[src/rtl/stack_seq_pkg.sv]
// Shared opcode, FSM state and error-code definitions for the stack-machine sequencer.
// Pure definitions: no latency or flow control of its own.
// Imported by the sequencer top and its program memory.
package stack_seq_pkg;

    localparam logic [2:0] OP_NOP  = 3'd0;
    localparam logic [2:0] OP_ADD  = 3'd1;
    localparam logic [2:0] OP_SUB  = 3'd2;
    localparam logic [2:0] OP_MUL  = 3'd3;
    localparam logic [2:0] OP_PUSH = 3'd4;
    localparam logic [2:0] OP_NEG  = 3'd5;
    localparam logic [2:0] OP_AND  = 3'd6;
    localparam logic [2:0] OP_OR   = 3'd7;

    localparam logic [1:0] ERR_NONE      = 2'd0;
    localparam logic [1:0] ERR_UNDERFLOW = 2'd1;
    localparam logic [1:0] ERR_OVERFLOW  = 2'd2;

    typedef enum logic [2:0] {
        ST_IDLE,
        ST_CLEAR,
        ST_RUN,
        ST_DONE,
        ST_ERROR
    } seq_state_t;

    // Ops that consume two stack entries and leave one behind.
    function automatic logic op_is_binary(logic [2:0] op);
        return (op == OP_ADD) || (op == OP_SUB) || (op == OP_MUL) ||
               (op == OP_AND) || (op == OP_OR);
    endfunction

endpackage

[src/rtl/stack_seq_prog_mem.sv]
// Program store: P x 3-bit opcode register file, one synchronous write port.
// Latency: write lands on the next clk edge; read is combinational by address.
// Backpressure: none; writes are always accepted when we is high.
module stack_seq_prog_mem #(
    parameter int P  = 16,
    parameter int AW = $clog2(P)
) (
    input  logic          clk,
    input  logic          we,
    input  logic [AW-1:0] wr_addr,
    input  logic [2:0]    wr_data,
    input  logic [AW-1:0] rd_addr,
    output logic [2:0]    rd_data
);

    logic [2:0] mem [P];

    always_ff @(posedge clk) begin
        if (we) begin
            mem[wr_addr] <= wr_data;
        end
    end

    assign rd_data = mem[rd_addr];

endmodule

[src/rtl/stack_machine_sequencer.sv]
// Opcode sequencer for the stack datapath; optional depth traps under STACK_SEQ_DEPTH_CHECK_EN.
// Latency: start -> one CLEAR cycle -> one op per RUN cycle -> done the cycle after the last op.
// Backpressure: PUSH stalls (NOP issued) until opnd_valid; opnd_ready marks the consuming cycle.
module stack_machine_sequencer
    import stack_seq_pkg::*;
#(
    parameter  int N  = 8,
    parameter  int S  = 8,
    parameter  int P  = 16,
    localparam int AW = $clog2(P)
) (
    input  logic          clk,
    input  logic          rst,
    input  logic          prog_we,
    input  logic [AW-1:0] prog_addr,
    input  logic [2:0]    prog_data,
    input  logic [AW:0]   prog_len,
    input  logic          start,
    input  logic          abort,
    input  logic [N-1:0]  opnd_data,
    input  logic          opnd_valid,
    output logic          opnd_ready,
    output logic [2:0]    dp_op,
    output logic [N-1:0]  dp_data,
    output logic          dp_clr,
    input  logic [N-1:0]  dp_top,
    output logic          busy,
    output logic          done,
    output logic          err,
    output logic [1:0]    err_code,
    output logic [N-1:0]  result
);

    seq_state_t    state;
    logic [AW-1:0] pc;
    logic [AW:0]   len_q;
    logic [2:0]    op;
    logic          capture;
    logic          trap;
    logic [1:0]    trap_code;
    logic          running;
    logic          issue;
    logic          last;
    logic          go_clear;

    stack_seq_prog_mem #(.P(P), .AW(AW)) u_prog_mem (
        .clk     (clk),
        .we      (prog_we && (state == ST_IDLE)),
        .wr_addr (prog_addr),
        .wr_data (prog_data),
        .rd_addr (pc),
        .rd_data (op)
    );

`ifdef STACK_SEQ_DEPTH_CHECK_EN
    localparam int DW = $clog2(S + 1);
    logic [DW-1:0] depth;

    always_comb begin
        trap      = 1'b0;
        trap_code = ERR_NONE;
        if (op_is_binary(op) && depth < DW'(2)) begin
            trap      = 1'b1;
            trap_code = ERR_UNDERFLOW;
        end else if (op == OP_NEG && depth == '0) begin
            trap      = 1'b1;
            trap_code = ERR_UNDERFLOW;
        end else if (op == OP_PUSH && depth == DW'(S)) begin
            trap      = 1'b1;
            trap_code = ERR_OVERFLOW;
        end
    end

    always_ff @(posedge clk or posedge rst) begin
        if (rst) begin
            depth <= '0;
        end else if (go_clear) begin
            depth <= '0;
        end else if (issue) begin
            if (op == OP_PUSH) begin
                depth <= depth + DW'(1);
            end else if (op_is_binary(op)) begin
                depth <= depth - DW'(1);
            end
        end
    end
`else
    assign trap      = 1'b0;
    assign trap_code = ERR_NONE;
`endif

    // abort suppresses any issue in the cycle it is asserted.
    assign running    = (state == ST_RUN) && !abort;
    assign opnd_ready = running && (op == OP_PUSH) && !trap;
    assign issue      = running && !trap && ((op != OP_PUSH) || opnd_valid);
    assign dp_op      = issue ? op : OP_NOP;
    assign dp_data    = opnd_data;
    assign last       = ({1'b0, pc} == (len_q - (AW+1)'(1)));
    assign go_clear   = !abort && start && (prog_len != '0) &&
                        ((state == ST_IDLE) || (state == ST_DONE) || (state == ST_ERROR));

    always_ff @(posedge clk or posedge rst) begin
        if (rst) begin
            state    <= ST_IDLE;
            pc       <= '0;
            len_q    <= '0;
            dp_clr   <= 1'b0;
            busy     <= 1'b0;
            done     <= 1'b0;
            err      <= 1'b0;
            err_code <= ERR_NONE;
            result   <= '0;
            capture  <= 1'b0;
        end else begin
            dp_clr  <= 1'b0;
            capture <= 1'b0;
            if (abort) begin
                state <= ST_IDLE;
                busy  <= 1'b0;
                done  <= 1'b0;
                err   <= 1'b0;
            end else begin
                // The datapath updates on the same edge as the last issue, so its
                // final top is only visible during the first DONE cycle.
                if (capture) begin
                    result <= dp_top;
                end
                if (go_clear) begin
                    state    <= ST_CLEAR;
                    len_q    <= prog_len;
                    pc       <= '0;
                    dp_clr   <= 1'b1;
                    busy     <= 1'b1;
                    done     <= 1'b0;
                    err      <= 1'b0;
                    err_code <= ERR_NONE;
                end else if (state == ST_CLEAR) begin
                    state <= ST_RUN;
                end else if (state == ST_RUN) begin
                    if (trap) begin
                        state    <= ST_ERROR;
                        busy     <= 1'b0;
                        err      <= 1'b1;
                        err_code <= trap_code;
                    end else if (issue) begin
                        pc <= pc + AW'(1);
                        if (last) begin
                            state   <= ST_DONE;
                            busy    <= 1'b0;
                            done    <= 1'b1;
                            capture <= 1'b1;
                        end
                    end
                end
            end
        end
    end

endmodule

[config.mk]
export PLATFORM = sky130hd
export DESIGN_NAME = stack_machine_sequencer
export DESIGN_NICKNAME = d
export VERILOG_FILES = /design/src/rtl/stack_seq_pkg.sv /design/src/rtl/stack_seq_prog_mem.sv /design/src/rtl/stack_machine_sequencer.sv
export SDC_FILE = /design/constraint.sdc
export NUM_CORES = 1
export LEC_CHECK = 0
export ABC_AREA = 1
export ABC_CLOCK_PERIOD_IN_PS = 3360
export CORE_ASPECT_RATIO = 0.9
export CORE_MARGIN = 5
export CORE_UTILIZATION = 45
export CTS_BUF_LIST = sky130_fd_sc_hd__clkbuf_4 sky130_fd_sc_hd__clkbuf_8 sky130_fd_sc_hd__clkbuf_16
export DETAILED_ROUTE_END_ITERATION = 7
export PLACE_DENSITY = 0.76
export RECOVER_POWER = 25
export SLEW_MARGIN = 10
export SYNTH_ARGS = -nofsm -noshare
export SYNTH_HDL_FRONTEND = slang
export SYNTH_SLANG_ARGS = --single-unit
export TNS_END_PERCENT = 20
[constraint.sdc]
create_clock -name clk -period 3.36 [get_ports clk]
set_input_delay 0.84 -clock clk [delete_from_list [all_inputs] [get_ports clk]]
set_output_delay 0.84 -clock clk [all_outputs]
set_load 0.03 [all_outputs]
==> flow_metrics.env, run 1 <==
export IMPL_run_status="completed"
export IMPL_worstMarginPinSlew_ps=894
export IMPL_layout_common_cells="nand2_1 (73), edfxtp_1 (48), inv_1 (43)"
export IMPL_clk_path_buf_depth=2
export IMPL_rows=30
export IMPL_p_total_uw=3060
export IMPL_reg2reg_slack_ps=1050
export IMPL_crit_path_start_kind="flip-flop"
export IMPL_gp_congestion=0.832
export IMPL_layout_commonest_cell="nand2_1"
export IMPL_area_growth_pct=17.2
export IMPL_clock_sinks=71
export IMPL_drt_first_pass_iters=4
export IMPL_layout_nets=423
export IMPL_cts_tree="built"
export IMPL_synth_simple_area_share=0.220
export IMPL_finalHoldWorstSlack_ps=511
export IMPL_hold_path_class="reg -> reg"
export IMPL_slew_limit_headroom=0.404
export IMPL_ant_nets=0
export IMPL_htree_levels=3
export IMPL_postSynthAreaPerCell_um2=10.0
export IMPL_critPathKind="reg -> out"
export IMPL_fin_cells=484
export IMPL_post_cts_buffers=0
export IMPL_synth_ff_type="edfxtp_1"
export IMPL_overflow=0
export IMPL_timing_rr_end="state[0]$_DFFE_PP0P_"
export IMPL_hold_path_depth=1
export IMPL_finalSetupTns_ps=0
export IMPL_synth_compound_area_frac=0.0418
export IMPL_ys_seq_area_frac=0.576
export IMPL_synthMuxAreaShare=0.0257
export IMPL_setup_viol=0
export IMPL_io_buffers=40
export IMPL_core_mm2=0.00754
export IMPL_maxCapViolCount=0
export IMPL_clock_latency_ps=350
export IMPL_synthAdderAreaFrac=0.0214
export IMPL_reg2regPathDepth=12
export IMPL_p_leak_uw=0.00176
export IMPL_grt_pass1_wl_um=11500
export IMPL_final_period_utilization=0.918
export IMPL_path_clk_slew_ps=80
export IMPL_wl_per_cell_um=14.5
export IMPL_syn_inst=349
export IMPL_io_pins=60
export IMPL_rsz0062_at_grt="false"
export IMPL_ys_ff_latch=71
export IMPL_drcViolationCount=0
export IMPL_layout_min_cycle_time_ps=3080
export IMPL_final_area_mm2=0.00410
export IMPL_hold_start="result[4]$_DFFE_PP0P_"
export IMPL_cts_root_buf="clkbuf_8"
export IMPL_async_flop_share=0.324
export IMPL_grt_util_all_layers=0.155
export IMPL_vias=2437
export IMPL_ctsHoldBuffers=0
export IMPL_die_w_um=103
export IMPL_worst_ep_required_time_ps=2520
export IMPL_grt_max_degree=24
export IMPL_synth_edf_count=48
export IMPL_antenna_found_initial=0
export IMPL_p_per_area_mw_per_mm2=745
export IMPL_first_iter_violations=161
export IMPL_n_antenna_cell=0
export IMPL_end_kind="output port"
export IMPL_synthXorXnorAreaFrac=0.0125
export IMPL_mappedNetlistArea_mm2=0.00350
export IMPL_start_util=0.464
export IMPL_avgViaCountPerCell=5.04
export IMPL_die_h_um=93.7
export IMPL_final_layout_size_suffix_gt1_frac=0.137
export IMPL_grt_pass1_vias=2417
export IMPL_hold_violations=0
export IMPL_fp_dieArea_mm2=0.00965
export IMPL_critPathMaxFanout=20
export IMPL_yosysUniqueCellTypes=33
export IMPL_placedInstanceArea_mm2=0.00385
export IMPL_yosys_warnings=0
export IMPL_clock_fmax_mhz=324
export IMPL_hold_end="result[4]$_DFFE_PP0P_"
export IMPL_dp_cells=468
export IMPL_wl_um=7000
export IMPL_place_hpwl_um=5000
export IMPL_peakVddDrop_mv=0.519
export IMPL_r2r_start="state[0]$_DFFE_PP0P_"
export IMPL_skew_ps=11.8
export IMPL_cts_buffers_inserted=9
export IMPL_synth_top_family_by_area="simple AND/OR/NAND/NOR gates"
export IMPL_drv_slew=0
export IMPL_fillers=638
export IMPL_arrival_ps=2240
==> kinds of logic after synthesis <==
kind of cell,after synthesis
AO/OA/AOI/OAI,24
adder cells (fa/ha/maj),6
AND/OR/NAND/NOR,167
flip-flops,71
XOR/XNOR,5
buffers and inverters,67
multiplexers,8
other,1
==> critical path, stage by stage (launching register included) <==
cell and delay, ps:
dfrtp_2 500, inv_2 310, nand2_1 90, nand2_1 70, nand2_1 50, nand2_1 70, nand2_1 50, nand3_1 120
nand2_1 100, nand3_2 120, nand2_4 80, nor2_1 150, buf_4 190
==> per-stage QoR <==
stage          setup slack [ps]   util
3_3_place_gp                479  0.511
4_1_cts                     182  0.544
6_report                    276  0.544
5_1_grt                    27.8  0.544
2_1_floorplan               799      -
3_5_place_dp                483  0.511
==> synthesized netlist by cell type (all sizes together), types with 5 or more instances <==
library cell	number	share of area
a21oi	6	0.0086
mux2	8	0.026
o21ai	15	0.026
nand2	82	0.10
nand3	41	0.063
edfxtp	48	0.41
dfrtp	23	0.16
nor2	32	0.035
ha	6	0.021
nor3	5	0.0071
inv	45	0.048
buf	21	0.049
==> per-layer routing <==
metal / GRT usage / vias to the layer above / routed length [um]
li1: - / 1192 / -
met1: 0.204 / 1160 / 3070
met2: 0.241 / 68 / 3370
met3: 0.0505 / 17 / 433
met4: 0.0539 / 0 / 126
met5: 0 / - / 0
==> registers in the layout (all words and copies together), names as in the netlist <==
register,count
busy,1
capture,1
done,1
dp_clr,1
len_q,5
pc,4
result,8
state,2
u_prog_mem.mem,48
==> worst max path at each step <==
stage / start / endpoint / slack [ps] / cells past startpoint
3_5_place_dp: abort / dp_op[0] / 480 / 5
5_1_grt: pc[0]$_DFFE_PP0P_ / dp_op[0] / 30 / 11
3_3_place_gp: abort / dp_op[0] / 480 / 5
4_1_cts: pc[0]$_DFFE_PP0P_ / dp_op[0] / 180 / 11
6_report: pc[0]$_DFFE_PP0P_ / dp_op[0] / 280 / 12
2_1_floorplan: pc[1]$_DFFE_PP0P_ / dp_op[1] / 800 / 11
==> area by class of cell <==
cell class	count	area [um2]	area share
Tap cell	96	120	0.0293
Inverter	45	169	0.0412
Multi-Input combinational cell	213	1140	0.277
Timing Repair Buffer	43	413	0.101
Sequential cell	71	2020	0.492
Clock inverter	6	116	0.0284
Clock buffer	10	131	0.0320
==> what timing repair did <==
item | in CTS | in global routing
hold endpoints to repair | 0 | 0
resized for setup | 0 | 1
endpoints found under the setup margin | 0 | 3
==> report_power, final <==
part / internal (uW) / switching, uW
sequential: 1030 / 101
combinational: 405 / 679
clock: 507 / 332
total: 1950 / 1110
Note: power is estimated with default switching activity, not from simulation.
==> run 2: changes to the inputs <==
--- a/config.mk
+++ b/config.mk
@@ -7,6 +7,7 @@
 export LEC_CHECK = 0
 export ABC_AREA = 1
 export ABC_CLOCK_PERIOD_IN_PS = 3360
+export CAP_MARGIN = 30
 export CORE_ASPECT_RATIO = 0.9
 export CORE_MARGIN = 5
 export CORE_UTILIZATION = 45
@@ -14,6 +15,7 @@
 export DETAILED_ROUTE_END_ITERATION = 7
 export PLACE_DENSITY = 0.76
 export RECOVER_POWER = 25
+export SKIP_LAST_GASP = 1
 export SLEW_MARGIN = 10
 export SYNTH_ARGS = -nofsm -noshare
 export SYNTH_HDL_FRONTEND = slang
==> flow_metrics.env, run 2 (synthesis results as in run 1) <==
export IMPL_run_status="completed"
export IMPL_area_growth_pct=17.3
export IMPL_crit_path_start_kind="flip-flop"
export IMPL_peakVddDrop_mv=0.520
export IMPL_place_hpwl_um=5000
export IMPL_drv_slew=0
export IMPL_setup_viol=0
export IMPL_largest_register_ffs=48
export IMPL_rows=30
export IMPL_multi_input_comb_area_mm2=0.00114
export IMPL_clock_latency_ps=350
export IMPL_avgViaCountPerCell=5.06
export IMPL_wl_um=6990
export IMPL_top_regs="u_prog_mem.mem: 48 flops, result: 8 flops, len_q: 5 flops"
export IMPL_die_w_um=103
export IMPL_path_clk_slew_ps=80
export IMPL_vias=2455
export IMPL_reg2reg_slack_ps=1060
export IMPL_io_buffers=40
export IMPL_hold_start="result[4]$_DFFE_PP0P_"
export IMPL_core_mm2=0.00754
export IMPL_maxCapViolCount=0
export IMPL_hold_path_depth=1
export IMPL_rsz0062_at_grt="false"
export IMPL_end_kind="output port"
export IMPL_gp_congestion=0.832
export IMPL_clk_path_buf_depth=2
export IMPL_p_leak_uw=0.00176
export IMPL_first_iter_violations=168
export IMPL_worstMarginPinSlew_ps=672
export IMPL_hold_end="result[4]$_DFFE_PP0P_"
export IMPL_n_antenna_cell=0
export IMPL_die_h_um=93.7
export IMPL_grt_max_degree=24
export IMPL_layout_commonest_cell="nand2_1"
export IMPL_htree_levels=3
export IMPL_clock_fmax_mhz=325
export IMPL_regMostFlops="u_prog_mem.mem"
export IMPL_finalSetupTns_ps=0
export IMPL_layout_min_cycle_time_ps=3080
export IMPL_antenna_found_initial=0
export IMPL_final_period_utilization=0.916
export IMPL_grt_pass1_vias=2417
export IMPL_critPathKind="reg -> out"
export IMPL_wl_per_cell_um=14.4
export IMPL_io_pins=60
export IMPL_final_layout_size_suffix_gt1_frac=0.136
export IMPL_grt_pass1_wl_um=11500
export IMPL_arrival_ps=2240
export IMPL_drt_first_pass_iters=5
export IMPL_start_util=0.464
export IMPL_overflow=0
export IMPL_hold_violations=0
export IMPL_cts_root_buf="clkbuf_8"
export IMPL_cts_buffers_inserted=9
export IMPL_layout_nets=424
export IMPL_p_total_uw=3060
export IMPL_drcViolationCount=0
export IMPL_grt_util_all_layers=0.155
export IMPL_r2r_start="state[0]$_DFFE_PP0P_"
export IMPL_slew_limit_headroom=0.552
export IMPL_reg2regPathDepth=12
export IMPL_p_per_area_mw_per_mm2=744
export IMPL_fillers=638
export IMPL_post_cts_buffers=0
export IMPL_fp_dieArea_mm2=0.00965
export IMPL_timing_rr_end="state[0]$_DFFE_PP0P_"
export IMPL_critPathMaxFanout=20
export IMPL_layout_common_cells="nand2_1 (73), edfxtp_1 (48), inv_1 (43)"
export IMPL_worst_ep_required_time_ps=2520
export IMPL_cts_tree="built"
export IMPL_skew_ps=10.6
export IMPL_clock_sinks=71
export IMPL_ant_nets=0
export IMPL_hold_path_class="reg -> reg"
export IMPL_seq_area_mm2=0.00202
==> run 2: cell types whose count changed in the layout (fill, tap and decap cells not counted), sizes merged <==
cell | previous run | this run
clkbuf | 10 | 11
==> run 2: worst max-delay path, stage by stage (launching register included) <==
cell and delay [ps]:
dfrtp_2 500, inv_2 310, nand2_1 90, nand2_1 70, nand2_1 50, nand2_1 70, nand2_1 50, nand3_1 110
nand2_1 100, nand3_2 120, nand2_4 80, nor2_1 150, buf_4 190
==> run 2: metrics by stage <==
stage	setup WS, ps	area (um2)	hold slack, ps	std cells	util
floorplan	799	3510	466	351	-
global placement	479	3850	487	468	0.511
detailed placement	483	3850	493	468	0.511
CTS	182	4100	510	484	0.544
global route	27.8	4110	529	485	0.544
finish	283	4110	508	485	0.544
==> run 2: worst max-delay path by stage <==
stage | end | slack, ps | from | cells after the start
5_1_grt | dp_op[0] | 30 | pc[0]$_DFFE_PP0P_ | 11
4_1_cts | dp_op[0] | 180 | pc[0]$_DFFE_PP0P_ | 11
3_5_place_dp | dp_op[0] | 480 | abort | 5
2_1_floorplan | dp_op[1] | 800 | pc[1]$_DFFE_PP0P_ | 11
6_report | dp_op[0] | 280 | pc[0]$_DFFE_PP0P_ | 12
3_3_place_gp | dp_op[0] | 480 | abort | 5
==> run 2: final cells by class <==
type,count,area share
Clock buffer,10,0.0320
Clock inverter,6,0.0283
Inverter,45,0.0411
Multi-Input combinational cell,213,0.277
Sequential cell,71,0.491
Tap cell,96,0.0292
Timing Repair Buffer,44,0.101
==> run 2: where the power goes <==
group	switching (uW)	total [uW]	internal [uW]
Clock	334	841	507
Combinational	677	1080	406
Sequential	101	1130	1030
Total	1110	3060	1950
==> run 2: layer usage <==
metal | GRT usage | wire length, um
met2 | 0.241 | 3370
met3 | 0.0505 | 412
met1 | 0.204 | 3070
met4 | 0.0539 | 126
met5 | 0 | 0
==> run 2: what timing repair did <==
action,4_1_cts,5_1_grt
hold buffers,0,0
endpoints found under the setup margin,0,3
resized for setup,0,1
==> run 3: changes to the inputs <==
--- a/config.mk
+++ b/config.mk
@@ -13,7 +13,8 @@
 export CORE_UTILIZATION = 45
 export CTS_BUF_LIST = sky130_fd_sc_hd__clkbuf_4 sky130_fd_sc_hd__clkbuf_8 sky130_fd_sc_hd__clkbuf_16
 export DETAILED_ROUTE_END_ITERATION = 7
-export PLACE_DENSITY = 0.76
+export DONT_BUFFER_PORTS = 1
+export PLACE_DENSITY = 0.66
 export RECOVER_POWER = 25
 export SKIP_LAST_GASP = 1
 export SLEW_MARGIN = 10
==> flow_metrics.env, run 3 (synthesis results as in run 1) <==
export IMPL_ant_nets=0
export IMPL_peakVddDrop_mv=0.363
export IMPL_htree_levels=3
export IMPL_drv_slew=0
export IMPL_cts_tree="built"
export IMPL_fp_dieArea_mm2=0.00965
export IMPL_reg2regPathDepth=12
export IMPL_path_clk_slew_ps=80
export IMPL_worst_ep_required_time_ps=2520
export IMPL_io_pins=60
export IMPL_rows=30
export IMPL_grt_max_degree=24
export IMPL_rsz0062_at_grt="false"
export IMPL_drt_first_pass_iters=4
export IMPL_final_layout_size_suffix_gt1_frac=0.148
export IMPL_largest_register_ffs=48
export IMPL_end_kind="output port"
export IMPL_grt_pass1_vias=2258
export IMPL_layout_common_cells="nand2_1 (73), edfxtp_1 (48), inv_1 (43)"
export IMPL_maxCapViolCount=0
export IMPL_io_buffers=0
export IMPL_p_leak_uw=0.00161
export IMPL_gp_congestion=0.895
export IMPL_die_w_um=103
export IMPL_critPathMaxFanout=14
export IMPL_clock_latency_ps=350
export IMPL_core_mm2=0.00754
export IMPL_vias=2267
export IMPL_overflow=0
export IMPL_r2r_start="state[0]$_DFFE_PP0P_"
export IMPL_place_ws_ps=726
export IMPL_p_per_area_mw_per_mm2=756
export IMPL_placedInstanceArea_mm2=0.00349
export IMPL_cts_root_buf="clkbuf_8"
export IMPL_area_growth_pct=6.50
export IMPL_layout_min_cycle_time_ps=3030
export IMPL_timing_rr_end="state[0]$_DFFE_PP0P_"
export IMPL_arrival_ps=2190
export IMPL_worst_slack_ps=327
export IMPL_top_regs="u_prog_mem.mem: 48 flops, result: 8 flops, len_q: 5 flops"
export IMPL_skew_ps=15.1
export IMPL_start_util=0.464
export IMPL_regMostFlops="u_prog_mem.mem"
export IMPL_grt_use_met2=0.234
export IMPL_gr_usage_met3=0.0371
export IMPL_clk_path_buf_depth=2
export IMPL_hold_path_class="in -> async"
export IMPL_reg2reg_slack_ps=920
export IMPL_run_status="completed"
export IMPL_setup_viol=0
export IMPL_die_h_um=93.7
export IMPL_wl_um=6860
export IMPL_finalSetupTns_ps=0
export IMPL_final_area_mm2=0.00373
export IMPL_final_period_utilization=0.903
export IMPL_antenna_found_initial=0
export IMPL_place_hpwl_um=5030
export IMPL_grt_use_met1=0.212
export IMPL_post_cts_buffers=0
export IMPL_hold_violations=0
export IMPL_layout_commonest_cell="nand2_1"
export IMPL_cts_resized=0
export IMPL_critPathKind="reg -> out"
export IMPL_clock_sinks=71
export IMPL_avgViaCountPerCell=5.06
export IMPL_busiest_layer="met2"
export IMPL_clock_fmax_mhz=330
export IMPL_n_antenna_cell=0
export IMPL_first_iter_violations=134
export IMPL_drcViolationCount=0
export IMPL_wl_per_cell_um=15.3
export IMPL_crit_path_start_kind="flip-flop"
export IMPL_cts_buffers_inserted=9
export IMPL_grt_util_all_layers=0.157
export IMPL_grt_pass1_wl_um=11300
export IMPL_ctsHoldBuffers=0
export IMPL_layout_nets=387
-- run 3: changes by cell type in the layout (fill, tap and decap cells not counted), sizes merged --
cell and delta:
bufinv -3, dlygate4sd3 -3, clkinvlp +1, inv +3, clkinv -2, clkdlybuf4s50 -33
-- run 3: through the flow --
step	hold WS (ps)	power (uW)	instances	utilization
floorplan	466	2010	351	-
global placement	495	2110	431	0.462
finish	313	2820	448	0.494
CTS	523	2840	447	0.491
detailed placement	505	2130	431	0.462
global route	308	3020	448	0.494
-- run 3: routing by layer --
layer | part of all wire | routed length, um
met5 | 0 | 0
met4 | 0.031 | 214
met3 | 0.037 | 251
met2 | 0.46 | 3190
met1 | 0.47 | 3200
-- run 3: report_power, final --
part	leakage [uW]	switching, uW	internal [uW]
combinational	0.000768	591	336
clock	0.000108	346	366
sequential	0.000738	147	1030
total	0.00161	1080	1730
-- run 3: area by class of cell --
cell class                 instances  area, um2
multi-input combinational        213       1140
clock buffer                      11        174
timing repair buffer               7       72.6
sequential                        71       2020
fill                             665       3820
inverter                          45        169
tap                               96        120
clock inverter                     5       40.0
-- run 3: worst max-delay path by stage --
stage / from / to / cells after the start
after global placement: pc[2]$_DFFE_PP0P_ / dp_op[1] / 9
after detailed placement: pc[2]$_DFFE_PP0P_ / dp_op[1] / 9
after global routing: pc[2]$_DFFE_PP0P_ / dp_op[1] / 9
final: pc[1]$_DFFE_PP0P_ / dp_op[1] / 11
after floorplan: pc[1]$_DFFE_PP0P_ / dp_op[1] / 11
after CTS: pc[2]$_DFFE_PP0P_ / dp_op[1] / 9
-- run 3: critical path, stage by stage (launching register included) --
cell     delay [ps]
dfrtp_1         450
buf_4           220
nand2_1         140
nor2_1           50
nor3_1          170
nand2_1          90
nand3_1          70
nand2_1          90
nand3_2         120
nand2_4          80
a21oi_1         170
buf_4           190
